File: config.mk
export PLATFORM = sky130hd
export DESIGN_NAME = serial_subtractor
export DESIGN_NICKNAME = d
export VERILOG_FILES = /design/src/rtl/serial_subtractor.sv
export SDC_FILE = /design/constraint.sdc
export NUM_CORES = 1
export LEC_CHECK = 0
export ABC_AREA = 1
export BUFFER_PORTS_ARGS = -buffer_cell sky130_fd_sc_hd__buf_4
export CAP_MARGIN = 20
export CORE_ASPECT_RATIO = 2
export CORE_MARGIN = 5
export CORE_UTILIZATION = 40
export DETAILED_ROUTE_END_ITERATION = 16
export GPL_TIMING_DRIVEN = 1
export PLACE_DENSITY_LB_ADDON = 0.05
export RECOVER_POWER = 50
export SYNTH_ARGS = -nofsm -noshare
export SYNTH_HDL_FRONTEND = slang
export SYNTH_SLANG_ARGS = --single-unit
File: constraint.sdc
create_clock -name clk -period 1.7 [get_ports clk]
set_input_delay 0.17 -clock clk [delete_from_list [all_inputs] [get_ports clk]]
set_output_delay 0.17 -clock clk [all_outputs]
set_load 0.01 [all_outputs]
File: src/rtl/serial_subtractor.sv
`default_nettype none
// ============================================================================
// Module   : serial_subtractor
// Brief    : Bit-serial unsigned subtractor, LSB first, with one registered
//            borrow bit and a start/busy/done handshake.
// Revision : 1.0
// ============================================================================
module serial_subtractor #(
    parameter int WIDTH = 8
) (
    input  logic             clk,
    input  logic             rst_n,
    input  logic             start,
    input  logic [WIDTH-1:0] a,
    input  logic [WIDTH-1:0] b,
    output logic             busy,
    output logic             done,
    output logic [WIDTH-1:0] diff,
    output logic             borrow_out
);

    localparam int                c_CNT_W = $clog2(WIDTH);
    localparam logic [c_CNT_W-1:0] c_LAST = c_CNT_W'(WIDTH - 1);

    typedef enum logic [1:0] {
        S_IDLE  = 2'd0,
        S_SHIFT = 2'd1,
        S_DONE  = 2'd2
    } state_t;

    state_t             r_state;
    state_t             w_state_next;
    logic [WIDTH-1:0]   r_a;
    logic [WIDTH-1:0]   r_b;
    logic [WIDTH-1:0]   r_res;
    logic [WIDTH-1:0]   r_diff;
    logic [c_CNT_W-1:0] r_cnt;
    logic               r_br;
    logic               r_borrow;

    logic               w_accept;
    logic               w_last;
    logic               w_d;
    logic               w_br_next;
    logic [WIDTH-1:0]   w_res_next;

    // A new request is only taken when no bits are in flight.
    assign w_accept   = start && ((r_state == S_IDLE) || (r_state == S_DONE));
    assign w_last     = (r_cnt == c_LAST);
    assign w_d        = r_a[0] ^ r_b[0] ^ r_br;
    assign w_br_next  = (~r_a[0] & r_b[0]) | (~(r_a[0] ^ r_b[0]) & r_br);
    assign w_res_next = {w_d, r_res[WIDTH-1:1]};

    always_ff @(posedge clk or negedge rst_n) begin
        if (!rst_n) begin
            r_state <= S_IDLE;
        end else begin
            r_state <= w_state_next;
        end
    end

    always_comb begin
        w_state_next = r_state;
        case (r_state)
            S_IDLE:  if (w_accept) w_state_next = S_SHIFT;
            S_SHIFT: if (w_last)   w_state_next = S_DONE;
            S_DONE:  w_state_next = w_accept ? S_SHIFT : S_IDLE;
            default: w_state_next = S_IDLE;
        endcase
    end

    always_ff @(posedge clk or negedge rst_n) begin
        if (!rst_n) begin
            r_a      <= '0;
            r_b      <= '0;
            r_res    <= '0;
            r_diff   <= '0;
            r_cnt    <= '0;
            r_br     <= 1'b0;
            r_borrow <= 1'b0;
        end else if (w_accept) begin
            r_a   <= a;
            r_b   <= b;
            r_br  <= 1'b0;
            r_cnt <= '0;
        end else if (r_state == S_SHIFT) begin
            r_a   <= r_a >> 1;
            r_b   <= r_b >> 1;
            r_res <= w_res_next;
            r_br  <= w_br_next;
            r_cnt <= r_cnt + c_CNT_W'(1);
            // Published result only moves on the final bit, so it stays
            // stable across the whole of the next operation.
            if (w_last) begin
                r_diff   <= w_res_next;
                r_borrow <= w_br_next;
            end
        end
    end

    assign busy       = (r_state == S_SHIFT);
    assign done       = (r_state == S_DONE);
    assign diff       = r_diff;
    assign borrow_out = r_borrow;

endmodule
`default_nettype wire

## Yosys cells after proc, flatten, opt, wreduce, memory -nomap -nowiden

Cells that the tools add are included.

| storage, ports and cells | value |
|---|---|
| word-level logic and storage cells | 41 |
| bits in registers | 39 |
| output and inout port bits | 11 |

| operators by class | value |
|---|---|
| bitwise logic cells | 8 |
| reduce and logical (&&, ||, !) cells | 7 |
| add/sub/neg operators | 1 |
| multiplexer cells | 12 |
| equal/unequal tests | 5 |

Operator list:

| operator | count |
|---|---|
| $mux 8 | 4 |
| $mux 3 | 2 |
| $pmux 2 s3 | 1 |
| $mux 2 | 2 |
| $reduce_and 2->1 | 2 |
| $add 3x1->3 const B | 1 |
| $eq 3x3->1 const B | 1 |
| $mux 1 | 3 |
| $not 1->1 | 3 |
| $reduce_and 3->1 | 1 |
| $and 1x1->1 | 2 |
| $eq 2x1->1 const B | 1 |
| $eq 2x2->1 const B | 1 |
| $logic_not 2->1 | 1 |
| $ne 2x1->1 const B | 1 |
| $ne 2x2->1 const B | 1 |
| $reduce_bool 2->1 | 1 |
| $xor 1x1->1 | 2 |
| $logic_and 1x1->1 | 1 |
| $logic_or 1x1->1 | 1 |
| $or 1x1->1 | 1 |

## Depth between registers and ports, before layout

| logic depth | value |
|---|---|
| word-level depth | 6 |
| gate-level depth with buffers | 7 |
| depth with buffers taken out | 6 |

## Worst setup path after synthesis

No wires, ideal clock.

| timing path | value |
|---|---|
| kind | register -> register |
| start point | register r_a[0] |
| end point | register r_br |
| arrival | 1168 ps |
| required time | 1617 ps |
| slack | 449 ps |
| cell stages (with the launch flop) | 4 |
| path buffers | 0 |
| clock period less this slack | 1251 ps |
| cell sequence | dfrtp_1 > fa_1 > or2_2 > o21ai_0 |

| between the ends | value |
|---|---|
| word-level cells in the longest chain between the ends | 6 |
| elaborated cells between the ends (all ways) | 8 |
| those cells by class | mux: 2; bitwise: 6 |

Ends and longest elaborated chain:

| element | line | RTL |
|---|---|---|
| from (decl) | 33 | `logic [WIDTH-1:0] r_a;` |
| from (signal assigned) | 87 | `r_a <= r_a >> 1;` |
| $xor 1x1->1 | 51 | `assign w_br_next = (~r_a[0] & r_b[0]) \| (~(r_a[0] ^ r_b[0]) & r_br);` |
| $not 1->1 | 51 |  |
| $and 1x1->1 | 51 |  |
| $or 1x1->1 (*) | 51 |  |
| $mux 1 (*) | 86 | `end else if (r_state == S_SHIFT) begin` |
| $mux 1 (*) | 81 | `end else if (w_accept) begin` |
| to (signal assigned) | 90 | `r_br <= w_br_next;` |
| to (decl) | 38 | `logic r_br;` |

Mark *: on every way between the ends. The rest lies on a longest branch, timed or not. The select of a mux whose other input is x is not followed.
A chain may end at the register's enable or synchronous reset.

## Final worst setup path

| timing path | value |
|---|---|
| start point | register r_cnt[0] |
| end point | register r_diff[0], in the netlist diff[0] |

| between the ends | value |
|---|---|
| word-level cells in the longest chain between the ends | 2 |

Ends and longest elaborated chain:

| element | line | RTL |
|---|---|---|
| from (decl) | 37 | `logic [c_CNT_W-1:0] r_cnt;` |
| from (signal assigned) | 91 | `r_cnt <= r_cnt + c_CNT_W'(1);` |
| $eq 3x3->1 | 49 | `assign w_last = (r_cnt == c_LAST);` |
| $reduce_and 3->1 (no line) | - |  |
| to (signal assigned) | 95 | `r_diff <= w_res_next;` |
| to (decl) | 36 | `logic [WIDTH-1:0] r_diff;` |

Every way passes these cells.

==> summary.md <==
| Metric | Value |
|---|---|
| Register bit total from synthesis | `38` |
| 1st-iter DRT viols | `17` |
| Worst-skew pair later-pin latency | `roughly 0.28 ns` |
| CP cell instances | `ha_1 -> ha_1 -> nand2_4 -> inv_1 -> nand2_1 -> nand2_1` |
| Net count after synthesis | `between 200 and 250` |
| Worst Clk Skew | `approximately 0.0039 ns` |
| Routed Antenna Nets | `0` |
| Post-DP HPWL | `2610 µm` |
| Required @ worst endpoint | `between 1.5 and 2 ns` |
| Die Width | `56.8 µm` |
| Initial antenna violation count | `0` |
| Overall die area | `a little under 6000 µm²` |
| Hold violation total from the final report | `0` |
| Number of max-cap violations | `0` |
| Gr ovfl total | `0` |
| Number of I/O pins | `30` |
| Pleak | `between 1 and 1.5 nW` |
| Initial core utilization | `40.7%` |
| Vias in the first global route | `roughly 1.4k` |
| Rows | `34` |
| Largest net degree at the start of global routing | `39` |
| DRT Pass-1 Iters | `3` |
| Hold-fix buffers, CTS | `1` |
| Clock power frac | `a little under a fifth` |
| Internal Power | `approximately 2.4 mW` |
| Root buf cell | `clkbuf_8` |
| Yosys cell types | `18` |
| Clock tree from TritonCTS | `built` |
| Worst hold slack | `a little under 0.09 ns` |
| Layout Area Growth over Synthesis | `22.0%` |
| Post-synthesis sequential area ratio | `54.4%` |
| Logic pwr share | `42.1%` |
| CP startpoint kind | `flop` |
| CTS buffer count | `5` |
| Buffers on Ports | `29` |
| Final WL | `3550 µm` |
| H-tree depth | `2` |
| FMAX | `0.740 GHz` |
| Element type at the critical path end | `flop` |
| Setup TNS | `0 ns` |
| Crit path max fanout | `18` |
| Sequential share of power | `about two fifths` |
| Worst setup path class | `flop to flop` |
| Final setup viols | `0` |
| Power density over cell area | `about 1800 nW/µm²` |
| Via density | `between 4 and 5` |
| Post_cts resized | `0` |
| Synth Warn # | `0` |
| Sw frac | `around two fifths` |
| Synth Instances | `around 210` |
| Antenna cells | `0` |
| Clock slew at reported path FFs | `roughly 0.07 ns` |
| Commonest non-fill, non-tap cell in the layout | `nand2_1` |
| Most frequent cells in the layout | `nand2_1, dfrtp_1, inv_1, buf_4, nand3_1` |
| Detailed-route DRC error count | `0` |
| Core area | `4300 µm²` |
| Crit path DAT | `~1.5 ns` |
| Share of post-route cells with drive strength above 1 | `22.0%` |
| Gr usage total | `13.5%` |
| Crit path time final | `roughly 1.4 ns` |
| Die H | `between 100 and 150 µm` |
| Status | `complete, no violations` |
| Worst path max stage delay | `around 0.4 ns` |
| Avg WL per Cell | `between 10 and 15 µm` |
| First-pass GRT wire length | `~6400 µm` |
| Total Nets Final | `about 270` |
| RSZ-0062 raised after global routing | `no` |
| Syn avg cell area | `approximately 8.4 µm²` |
| Peak VDD IR | `803 µV` |
| Psw | `approximately 1.5 mW` |
| Via count | `between 1k and 1.5k` |
| Crit share post-route | `79.5%` |
| Post-synthesis cell area | `1750 µm²` |
| Worst path slowest cell | `dfrtp_1` |
| Postcts setup bufs | `0` |
| Final number of max-transition violations | `0` |
| Hold crit path type | `input pin to flop` |
| CTS Sinks | `38` |
| Clock buffer depth | `2` |
| Tightest Pin Transition | `approximately 0.94 ns` |
| GP Congestion | `around 0.7` |
| Slew margin rel. | `between 30% and 40%` |
[worst max-delay path: cells and delay by family, from the launching register on]
| family | cells | cell delay, ns |
|---|---|---|
| DFF | 1 | 0.40 |
| and+or+nand+nor | 3 | 0.32 |
| adders and majority gates | 2 | 0.42 |
| buffers and inverters | 1 | 0.10 |
[worst paths after layout]
| path | startpoint | endpoint | slack [ns] | cells past startpoint |
|---|---|---|---|---|
| setup reg to reg | r_cnt[0]$_DFFE_PN0P_ | diff[0]$_DFFE_PN0P_ | 0.35 | 6 |
| setup / recovery | r_cnt[0]$_DFFE_PN0P_ | diff[0]$_DFFE_PN0P_ | 0.35 | 6 |
| min in group asynchronous | rst_n | r_cnt[2]$_DFFE_PN0P_ | 0.57 | 2 |
| hold reg to reg | r_a[2]$_DFFE_PN0P_ | r_a[2]$_DFFE_PN0P_ | 0.48 | 2 |
| max in group asynchronous | rst_n | diff[6]$_DFFE_PN0P_ | 0.55 | 2 |
| hold / removal | b[7] | r_b[7]$_DFFE_PN0P_ | 0.09 | 3 |
[stage by stage]
stage / instance area, µm² / worst slack [ns] / total power, mW / cells / util (%)
after CTS: 2150 / 0.334 / 4.03 / 300 / 50.1
after global placement: 2030 / 0.401 / 3.24 / 291 / 47.3
after global routing: 2130 / 0.219 / 4.29 / 300 / 49.7
after detailed placement: 2030 / 0.357 / 3.30 / 291 / 47.3
after floorplan: 1750 / 0.449 / 2.73 / 209 / -
final: 2130 / 0.349 / 3.91 / 300 / 49.7
[power by group through the flow]
stage	clock (mW)	combinational, mW	sequential [mW]
final	0.710	1.65	1.56
after global routing	0.776	1.91	1.61
after CTS	0.736	1.74	1.56
after detailed placement	0	1.73	1.58
after global placement	0	1.68	1.56
after floorplan	0	1.15	1.57
[cells by family after synthesis]
family / after synthesis / synth area share, %
simple gates: 109 / 26.2
buf+inv: 39 / 9.44
compound gates: 20 / 7.44
fa+ha+maj: 3 / 2.57
flops: 38 / 54.4
[metal layers]
metal | part of all wire [%] | GRT usage, % | up-vias
met3 | 3.5 | 3.24 | 4
met5 | 0 | 0 | -
met4 | 1.2 | 3.98 | 0
li1 | - | - | 707
met1 | 41 | 15.7 | 642
met2 | 54 | 23.9 | 24
[synth_stat cells]
cell type	count	area (µm²)
nand2_1	77	289
buf_2	3	15.0
inv_1	30	113
nand2_2	3	18.8
dfrtp_1	38	951
ha_1	2	25.0
o21ai_0	11	55.1
buf_6	2	22.5
nand2_4	1	11.3
o21ai_2	8	70.1
or2_2	1	6.26
clkbuf_1	2	7.51
fa_1	1	20.0
nor2_4	1	11.3
nor2_1	7	26.3
inv_2	2	7.51
nand3_1	19	95.1
a21oi_1	1	5.00
[area by class of cell]
type	instances	area [µm²]
flip-flops and latches	38	951
inverters	32	120
multi-input cells	132	631
well taps	54	67.6
clock buffers	8	110
fillers	433	2160
repair buffers	36	255
[sequential cells by signal, summed over array words and instances, names as in the netlist]
name,count
r_br,1
r_a,8
r_b,8
r_state,2
r_cnt,3
borrow_out,1
diff,8
r_res,7
Power figures use the tool's default switching activity.
